<file path="src/rtl/seg_pkg.sv">
// Shared types and the active-low seven-segment glyph table for the scan display.
package seg_pkg;

    typedef logic [3:0] hex_t;

    localparam logic [6:0] SEG_OFF = 7'h7F;

    // gfedcba, active-low, for hex digits 0..F
    localparam logic [6:0] SEG_HEX [16] = '{
        7'h40, 7'h79, 7'h24, 7'h30, 7'h19, 7'h12, 7'h02, 7'h78,
        7'h00, 7'h18, 7'h08, 7'h03, 7'h46, 7'h21, 7'h06, 7'h0E
    };

endpackage

</file>
<file path="src/rtl/seg_hex_decode.sv">
// Combinational hex digit to active-low gfedcba segment pattern.
module seg_hex_decode
    import seg_pkg::*;
(
    input  hex_t       i_hex,
    output logic [6:0] o_seg
);

    always_comb begin
        o_seg = SEG_HEX[i_hex];
    end

endmodule

</file>
<file path="src/rtl/seg_scan_display.sv">
// Time-multiplexed common-anode 7-segment driver with double-buffered display data,
// per-digit dp/blank, leading-zero suppression and dead-time between digit slots.
module seg_scan_display
    import seg_pkg::*;
#(
    parameter int NDIGITS     = 4,
    parameter int REFRESH_DIV = 1024,
    parameter int DEAD_CYCLES = 2
) (
    input  logic                   clk,
    input  logic                   reset,
    input  logic                   load,
    input  logic [4*NDIGITS-1:0]   value,
    input  logic [NDIGITS-1:0]     dp_in,
    input  logic [NDIGITS-1:0]     blank_in,
    input  logic                   lzs,
    output logic                   pending,
    output logic                   frame_start,
    output logic [NDIGITS-1:0]     an,
    output logic [6:0]             seg,
    output logic                   dp
);

    localparam int CW = $clog2(REFRESH_DIV);
    localparam int IW = (NDIGITS > 1) ? $clog2(NDIGITS) : 1;
    localparam logic [CW-1:0] CNT_LAST = CW'(REFRESH_DIV - 1);
    localparam logic [IW-1:0] IDX_LAST = IW'(NDIGITS - 1);
    localparam logic [CW:0]   DEAD_W   = (CW + 1)'(DEAD_CYCLES);

    logic [CW-1:0]          r_cnt;
    logic [IW-1:0]          r_idx;

    logic [4*NDIGITS-1:0]   r_pend_val;
    logic [NDIGITS-1:0]     r_pend_dp;
    logic [NDIGITS-1:0]     r_pend_blank;
    logic                   r_pend_lzs;
    logic                   r_pending;

    logic [4*NDIGITS-1:0]   r_disp_val;
    logic [NDIGITS-1:0]     r_disp_dp;
    logic [NDIGITS-1:0]     r_disp_blank;
    logic                   r_disp_lzs;

    logic                   w_slot_end;
    logic                   w_frame_end;
    logic                   w_dead;
    logic [NDIGITS-1:0]     w_lz_mask;
    logic [NDIGITS-1:0]     w_an_sel;
    hex_t                   w_digit;
    logic                   w_dp_bit;
    logic                   w_blank_bit;
    logic                   w_lz_bit;
    logic [6:0]             w_dec;

    assign w_slot_end  = (r_cnt == CNT_LAST);
    assign w_frame_end = w_slot_end && (r_idx == IDX_LAST);
    assign w_dead      = (DEAD_CYCLES != 0) && ({1'b0, r_cnt} < DEAD_W);
    assign w_an_sel    = NDIGITS'(1) << r_idx;

    always_ff @(posedge clk or posedge reset) begin
        if (reset) begin
            r_cnt <= '0;
            r_idx <= '0;
        end else if (w_slot_end) begin
            r_cnt <= '0;
            r_idx <= (r_idx == IDX_LAST) ? '0 : r_idx + 1'b1;
        end else begin
            r_cnt <= r_cnt + 1'b1;
        end
    end

    // A load coinciding with the frame transfer lands in the pending bank after the
    // old pending contents were copied, so pending stays set for one more frame.
    always_ff @(posedge clk or posedge reset) begin
        if (reset) begin
            r_pend_val   <= '0;
            r_pend_dp    <= '0;
            r_pend_blank <= '0;
            r_pend_lzs   <= 1'b0;
            r_pending    <= 1'b0;
            r_disp_val   <= '0;
            r_disp_dp    <= '0;
            r_disp_blank <= '0;
            r_disp_lzs   <= 1'b0;
        end else begin
            if (load) begin
                r_pend_val   <= value;
                r_pend_dp    <= dp_in;
                r_pend_blank <= blank_in;
                r_pend_lzs   <= lzs;
            end
            if (w_frame_end && r_pending) begin
                r_disp_val   <= r_pend_val;
                r_disp_dp    <= r_pend_dp;
                r_disp_blank <= r_pend_blank;
                r_disp_lzs   <= r_pend_lzs;
            end
            if (load)
                r_pending <= 1'b1;
            else if (w_frame_end)
                r_pending <= 1'b0;
        end
    end

    // Suppression runs from the most significant digit down and stops at the first nonzero.
    always_comb begin
        logic run;
        w_lz_mask = '0;
        run       = r_disp_lzs;
        for (int i = NDIGITS - 1; i >= 1; i--) begin
            run          = run && (r_disp_val[4*i +: 4] == 4'h0);
            w_lz_mask[i] = run;
        end
    end

    always_comb begin
        w_digit     = '0;
        w_dp_bit    = 1'b0;
        w_blank_bit = 1'b0;
        w_lz_bit    = 1'b0;
        for (int i = 0; i < NDIGITS; i++) begin
            if (r_idx == IW'(i)) begin
                w_digit     = r_disp_val[4*i +: 4];
                w_dp_bit    = r_disp_dp[i];
                w_blank_bit = r_disp_blank[i];
                w_lz_bit    = w_lz_mask[i];
            end
        end
    end

    seg_hex_decode u_dec (
        .i_hex (w_digit),
        .o_seg (w_dec)
    );

    always_ff @(posedge clk or posedge reset) begin
        if (reset) begin
            an          <= '1;
            seg         <= SEG_OFF;
            dp          <= 1'b1;
            frame_start <= 1'b0;
        end else begin
            frame_start <= w_frame_end;
            if (w_dead) begin
                an  <= '1;
                seg <= SEG_OFF;
                dp  <= 1'b1;
            end else begin
                an  <= ~w_an_sel;
                seg <= (w_blank_bit || w_lz_bit) ? SEG_OFF : w_dec;
                dp  <= w_blank_bit ? 1'b1 : ~w_dp_bit;
            end
        end
    end

    assign pending = r_pending;

endmodule
</file>
<file path="config.mk">
export PLATFORM = sky130hd
export DESIGN_NAME = seg_scan_display
export DESIGN_NICKNAME = d
export VERILOG_FILES = /design/src/rtl/seg_pkg.sv /design/src/rtl/seg_hex_decode.sv /design/src/rtl/seg_scan_display.sv
export SDC_FILE = /design/constraint.sdc
export NUM_CORES = 1
export LEC_CHECK = 0
export CAP_MARGIN = 25
export CORE_MARGIN = 1.5
export CORE_UTILIZATION = 59
export DETAILED_ROUTE_END_ITERATION = 7
export PLACE_DENSITY = 0.84
export SYNTH_ARGS = -nofsm -noshare
export SYNTH_HDL_FRONTEND = slang
export SYNTH_SLANG_ARGS = --single-unit
</file>
<file path="constraint.sdc">
create_clock -name clk -period 7 [get_ports clk]
set_input_delay 1.05 -clock clk [delete_from_list [all_inputs] [get_ports clk]]
set_output_delay 1.05 -clock clk [all_outputs]
set_load 0.005 [all_outputs]
</file>
Word-level counts from Yosys, hierarchy flattened --
Memories as Yosys holds them, arrays and structs flattened. Index checks and enable logic that the tools add are counted.
Storage, ports and cells: flip-flop bits (word level) 76, memory bits (read-only) 112, output and inout bits 14, memories kept 1
Memories:
- (name not given) | depth 16, bits a word 7, read ports 1, clocked after memory_dff 0, wr ports 0, RTL line seg_hex_decode.sv:10 | o_seg = SEG_HEX[i_hex];
Operators by class: add/sub/neg operators 2, magnitude comparators 2, equal/unequal tests 4, shifts and indexed selects 1, muxes and demuxes 26, bitwise logic cells 3, reductions and logical operators 11
Operators with widths (count):
- $mux W7 | 4
- $mux W4 | 5
- $mux W1 | 15
- $logic_not A4 Y1 | 3
- $add A10 B1 Y10 const B | 1
- $eq A10 B10 Y1 const B | 1
- $lt A10 B2 Y1 const B | 1
- $mux W10 | 1
- $ge A5 B5 Y1 const B | 1
- $logic_and A1 B1 Y1 | 5
- $not A4 Y5 | 1
- $eq A2 B2 Y1 const B | 2
- $not A4 Y4 | 1
- $shl A1 B2 Y4 const A | 1
- $add A2 B1 Y2 const B | 1
- $eq A2 B1 Y1 const B | 1
- $logic_not A2 Y1 | 1
- $mux W2 | 1
- $reduce_bool A2 Y1 | 1
- $logic_or A1 B1 Y1 | 1
- $not A1 Y1 | 1

Logic depth before layout (Yosys ltp) --
word-level depth 11, gate-level depth with buffers 12, gate-level depth less buffers 10

Modules after synthesis --
A second synthesis with hierarchy kept.
Second synthesis, totals: cell total of the unflattened synthesis 266, area, all modules 3487.1 µm²
Modules (own cells, without submodules):
- seg_scan_display | times used 1, cells an instance 231, area an instance 3228.1 µm², sequential area each 1916.8 µm²
- seg_hex_decode | times used 1, cells an instance 35, area an instance 259.0 µm², sequential area each 0.0 µm²

Least setup slack after synthesis --
OpenSTA, ideal clock, no wires.
kind reg2reg, from reg r_idx[0], to reg seg[6], setup time 0.083 ns, data arrival time 2.282 ns, data required time 6.917 ns, slack 4.635 ns, stages on the path, launching flop included 11, buffers on the path 1, clock period less this slack 2.365 ns, cells stage by stage dfrtp_1 > ha_1 > buf_2 > or2_1 > a221o_1 > o221ai_1 > inv_1 > ha_1 > nor3_1 > a21oi_1 > a221o_1
Between the ends: word-level cells in the longest chain between the ends 11
RTL lines:
- start: declaration | RTL line seg_scan_display.sv:31 | logic [IW-1:0] r_idx;
- start signal: assignment | RTL line seg_scan_display.sv:66 | r_idx <= (r_idx == IDX_LAST) ? '0 : r_idx + 1'b1;
- $logic_not A2 Y1 | RTL line seg_scan_display.sv:122 | if (r_idx == IW'(i)) begin
- $mux W4 (4 in a row) | RTL line seg_scan_display.sv:122
- $not A4 Y5 (implied by the code) | RTL line seg_hex_decode.sv:10
- $mem_v2 Z16 W7
- $mux W7 (implied by the code) (2 in a row) | RTL line seg_hex_decode.sv:10
- $mux W7 * | RTL line seg_scan_display.sv:150 | seg <= (w_blank_bit || w_lz_bit) ? SEG_OFF : w_dec;
- $mux W7 * | RTL line seg_scan_display.sv:144 | if (w_dead) begin
- end signal: assignment | RTL line seg_scan_display.sv:150
- end: declaration | RTL line seg_scan_display.sv:20 | output logic [6:0] seg,
Every way passes the cells marked *; elsewhere a longest branch is shown, timed or not. The select of a mux whose other input is x is not followed. A chain may end at the register's enable or synchronous reset.

Worst setup path in the final report --
from reg r_idx[1], to reg seg[3]
The elaborated chain is that of the path after synthesis.

==> summary.md <==
| Metric | Value |
|---|---|
| ANT cells | 0 |
| Syn Area/Cell | 12.9 um2 |
| Final period utilization | 41.3% |
| Largest net degree at the start of global routing | 77 |
| Post-DP HPWL | 4.31 mm |
| Period minus WS final | 2890 ps |
| H-tree Lvls | 3 |
| Nets | 346 |
| Final Skew | 8.70 ps |
| LEAKAGE | 1.78 nW |
| Total track usage | 23.4% |
| Drt drc | 0 |
| Synth warn | 0 |
| Clk Latency, worst-skew pair | 350 ps |
| Vias | 2246 |
| Top sig layer | met4 |
| PD cells | 208 nW/um2 |
| Crit Path Max Fanout | 10 |
| Vias/cell | 5.86 |
| Final setup violation count | 0 |
| Worst setup path class | reg2reg |
| DR pass1 iterations | 4 |
| Mapped Nets | 302 |
| Core area | 5540 um2 |
| Number of flops mapped to enable cells by yosys | 0 |
| Hold Path Class | reg2reg |
| Num rows | 27 |
| P_sw | 0.177 mW |
| Post-Route Setup TNS | 0 ps |
| CTS tree | done |
| Post-route ant nets | 0 |
| Hold Fails Final Rpt | 0 |
| Seq/Total Area, Yosys | 56.4% |
| First-pass GRT wire length | 10.9 mm |
| Die Width | 78.9 um |
| Sequential power share | 53.9% |
| Power Internal | 0.679 mW |
| Async SR Flop Fraction | 100% |
| Status | complete, no violations |
| Part of the power in the clock network | 40.9% |
| DRT iter0 DRCs | 166 |
| Leading area contributor after synthesis | dfrtp_1 |
| Die Y | 78.9 um |
| Post-synth top area share | 47.1% |
| Initial cell density of the core | 61.4% |
| RSZ-0062 raised after global routing | no |
| Mapped cell area | 3400 um2 |
| Gate power share | 5.2% |
| Detailed Route WL | 6.21 mm |
| Max-cap violations | 0 |
| TritonCTS buffer count | 9 |
| CP endpoint kind | register |
| Root buffer cell | clkbuf_8 |
| Postcts setup bufs | 0 |
| Most used DFF post-synth | dfrtp_1 |
| Number of global-route vias before repair | 2248 |
| Metal3 WL | 224 um |
| Arrival time at the worst endpoint | 3160 ps |
| Buffers on Ports | 41 |
| Routed WL per cell | 16.2 um |
| Fillers | 387 |
| Clock-pin slew on the worst setup and hold paths | 80 ps |
| Maximum vdd drop | 0.000168 V |
| Final Slew Violations | 0 |
| Yosys cell types | 49 |
| Synthesis-to-layout area growth | 20.8% |
| Met1 WL | 2.78 mm |
| CTS Buffer Depth | 2 |
| Clk sink count | 76 |
| Antenna violations before repair | 0 |
| WL met2 | 3.03 mm |
| Hold_buf cts | 0 |
| Relative slew slack | 37.6% |
| Synth top area cells | dfrtp_1 47%, mux2_2 16%, dfstp_2 9.3% |
| Achievable Freq | 0.346 GHz |
| Overflow left after global routing | 0 |
| Switch share | 20.6% |
| Fin worst setup slack | 4110 ps |
| Synthesized flop and latch total | 76 |
| Share of cells above drive strength 1 | 27.7% |
| R2R Setup Slk | 4110 ps |
| IO Count | 42 |
| Startpoint Class | register |
| Die area | 6230 um2 |
| Utilization after layout | 74.1% |
| Gate Count Post-Synth | 263 |
| CTS resizes | 0 |
| Worst slack, placed | 4200 ps |
| Critical Path RT | 7270 ps |
| Least-Margin Pin Slew | 936 ps |
| Final estimated routing congestion in global placement | 0.849 |
kinds of logic (layout without fill, tap and decap cells):
kind of cell | count (synthesis) | count (layout) | synth area share (%)
flops | 76 | 76 | 56.4
simple gates | 58 | 58 | 9.20
mux | 51 | 51 | 16.9
compound gates | 41 | 41 | 8.94
buf+inv | 19 | 67 | 2.72
fa+ha+maj | 11 | 11 | 4.05
xor+xnor | 7 | 7 | 1.80
synth_stat cells (2+ instances only):
| master | n |
|---|---|
| nand2b_1 | 2 |
| a211oi_1 | 2 |
| o21ai_0 | 5 |
| nand2_1 | 11 |
| o311ai_0 | 2 |
| a21oi_1 | 7 |
| buf_6 | 2 |
| nor3_1 | 4 |
| nand2_2 | 2 |
| buf_2 | 2 |
| mux2_1 | 3 |
| a221o_1 | 5 |
| dfstp_2 | 12 |
| nor4_1 | 4 |
| nand3_1 | 10 |
| dfrtp_1 | 64 |
| and2_1 | 2 |
| nor2_1 | 10 |
| xnor2_1 | 4 |
| o211ai_1 | 4 |
| o21bai_1 | 2 |
| ha_1 | 11 |
| a221oi_1 | 4 |
| xor2_1 | 3 |
| inv_1 | 8 |
| clkbuf_1 | 6 |
| nor2b_1 | 3 |
| mux2_2 | 48 |
routing by layer:
metal | track usage [%] | vias up
met1 | 31.2 | 1127
met3 | 5.06 | 19
met2 | 35.5 | 60
met5 | 0 | -
met4 | 13.7 | 0
li1 | - | 1040
through the flow:
stage / cells / power (mW) / hold WS [ps] / cell area (um2)
after floorplan: 263 / 0.490 / 455 / 3400
after global placement: 366 / 0.511 / 476 / 3840
after detailed placement: 368 / 0.515 / 483 / 3900
after CTS: 383 / 0.865 / 494 / 4110
after global routing: 383 / 0.893 / 506 / 4110
final: 383 / 0.856 / 496 / 4110
placed cells by master, fill, tap and decap left out, types with 4 or more instances in the layout:
cell type        netlist  routed
a21oi_1                7       7
a221o_1                5       5
a221oi_1               4       4
clkbuf_8               0       9
clkdlybuf4s50_1        0      41
dfrtp_1               64      64
dfstp_2               12      12
ha_1                  11      11
inv_1                  8       7
mux2_2                48      48
nand2_1               11      11
nand3_1               10      10
nor2_1                10      10
nor3_1                 4       4
nor4_1                 4       4
o211ai_1               4       4
o21ai_0                5       5
xnor2_1                4       4
power by group through the flow:
stage	clock network [mW]	registers (mW)	logic [mW]
6_report	0.350	0.461	0.0443
5_1_grt	0.380	0.463	0.0495
4_1_cts	0.358	0.461	0.0455
3_5_place_dp	0	0.470	0.0450
3_3_place_gp	0	0.469	0.0419
2_1_floorplan	0	0.466	0.0239
worst max-delay path, stage by stage, from the launching register on:
cell and delay, ps:
dfrtp_1 380, inv_1 90, ha_1 320, nor2b_1 500
a221o_1 240, o221ai_1 240, ha_1 400, or3_1 400
a21oi_1 150, o31ai_1 90
worst paths after layout:
check | start | to | cells past startpoint
min in group asynchronous | reset | r_cnt[8]$_DFF_PP0_ | 3
max reg2reg | r_idx[1]$_DFFE_PP0N_ | seg[3]$_DFF_PP1_ | 9
max in group asynchronous | reset | r_disp_val[9]$_DFFE_PP0P_ | 3
min reg2reg | r_cnt[0]$_DFF_PP0_ | r_cnt[0]$_DFF_PP0_ | 1
max | r_idx[1]$_DFFE_PP0N_ | seg[3]$_DFF_PP1_ | 9
min | r_cnt[0]$_DFF_PP0_ | r_cnt[0]$_DFF_PP0_ | 1
flip-flops by register name, indices dropped and copies added (netlist names), 2 cells and up:
register,flops
r_cnt,10
seg,7
r_disp_val,16
r_pend_blank,4
r_pend_val,16
r_disp_blank,4
r_pend_dp,4
r_idx,2
r_disp_dp,4
an,4
area by class of cell:
cell class	instances	area (um2)	area share, %
Clock buffer	10	128	3.11
Timing Repair Buffer	44	473	11.5
Clock inverter	5	77.6	1.89
Multi-Input combinational cell	168	1390	33.9
Sequential cell	76	1920	46.7
Tap cell	72	90.1	2.19
Inverter	8	30.0	0.731
Power figures use the tool's default switching activity.
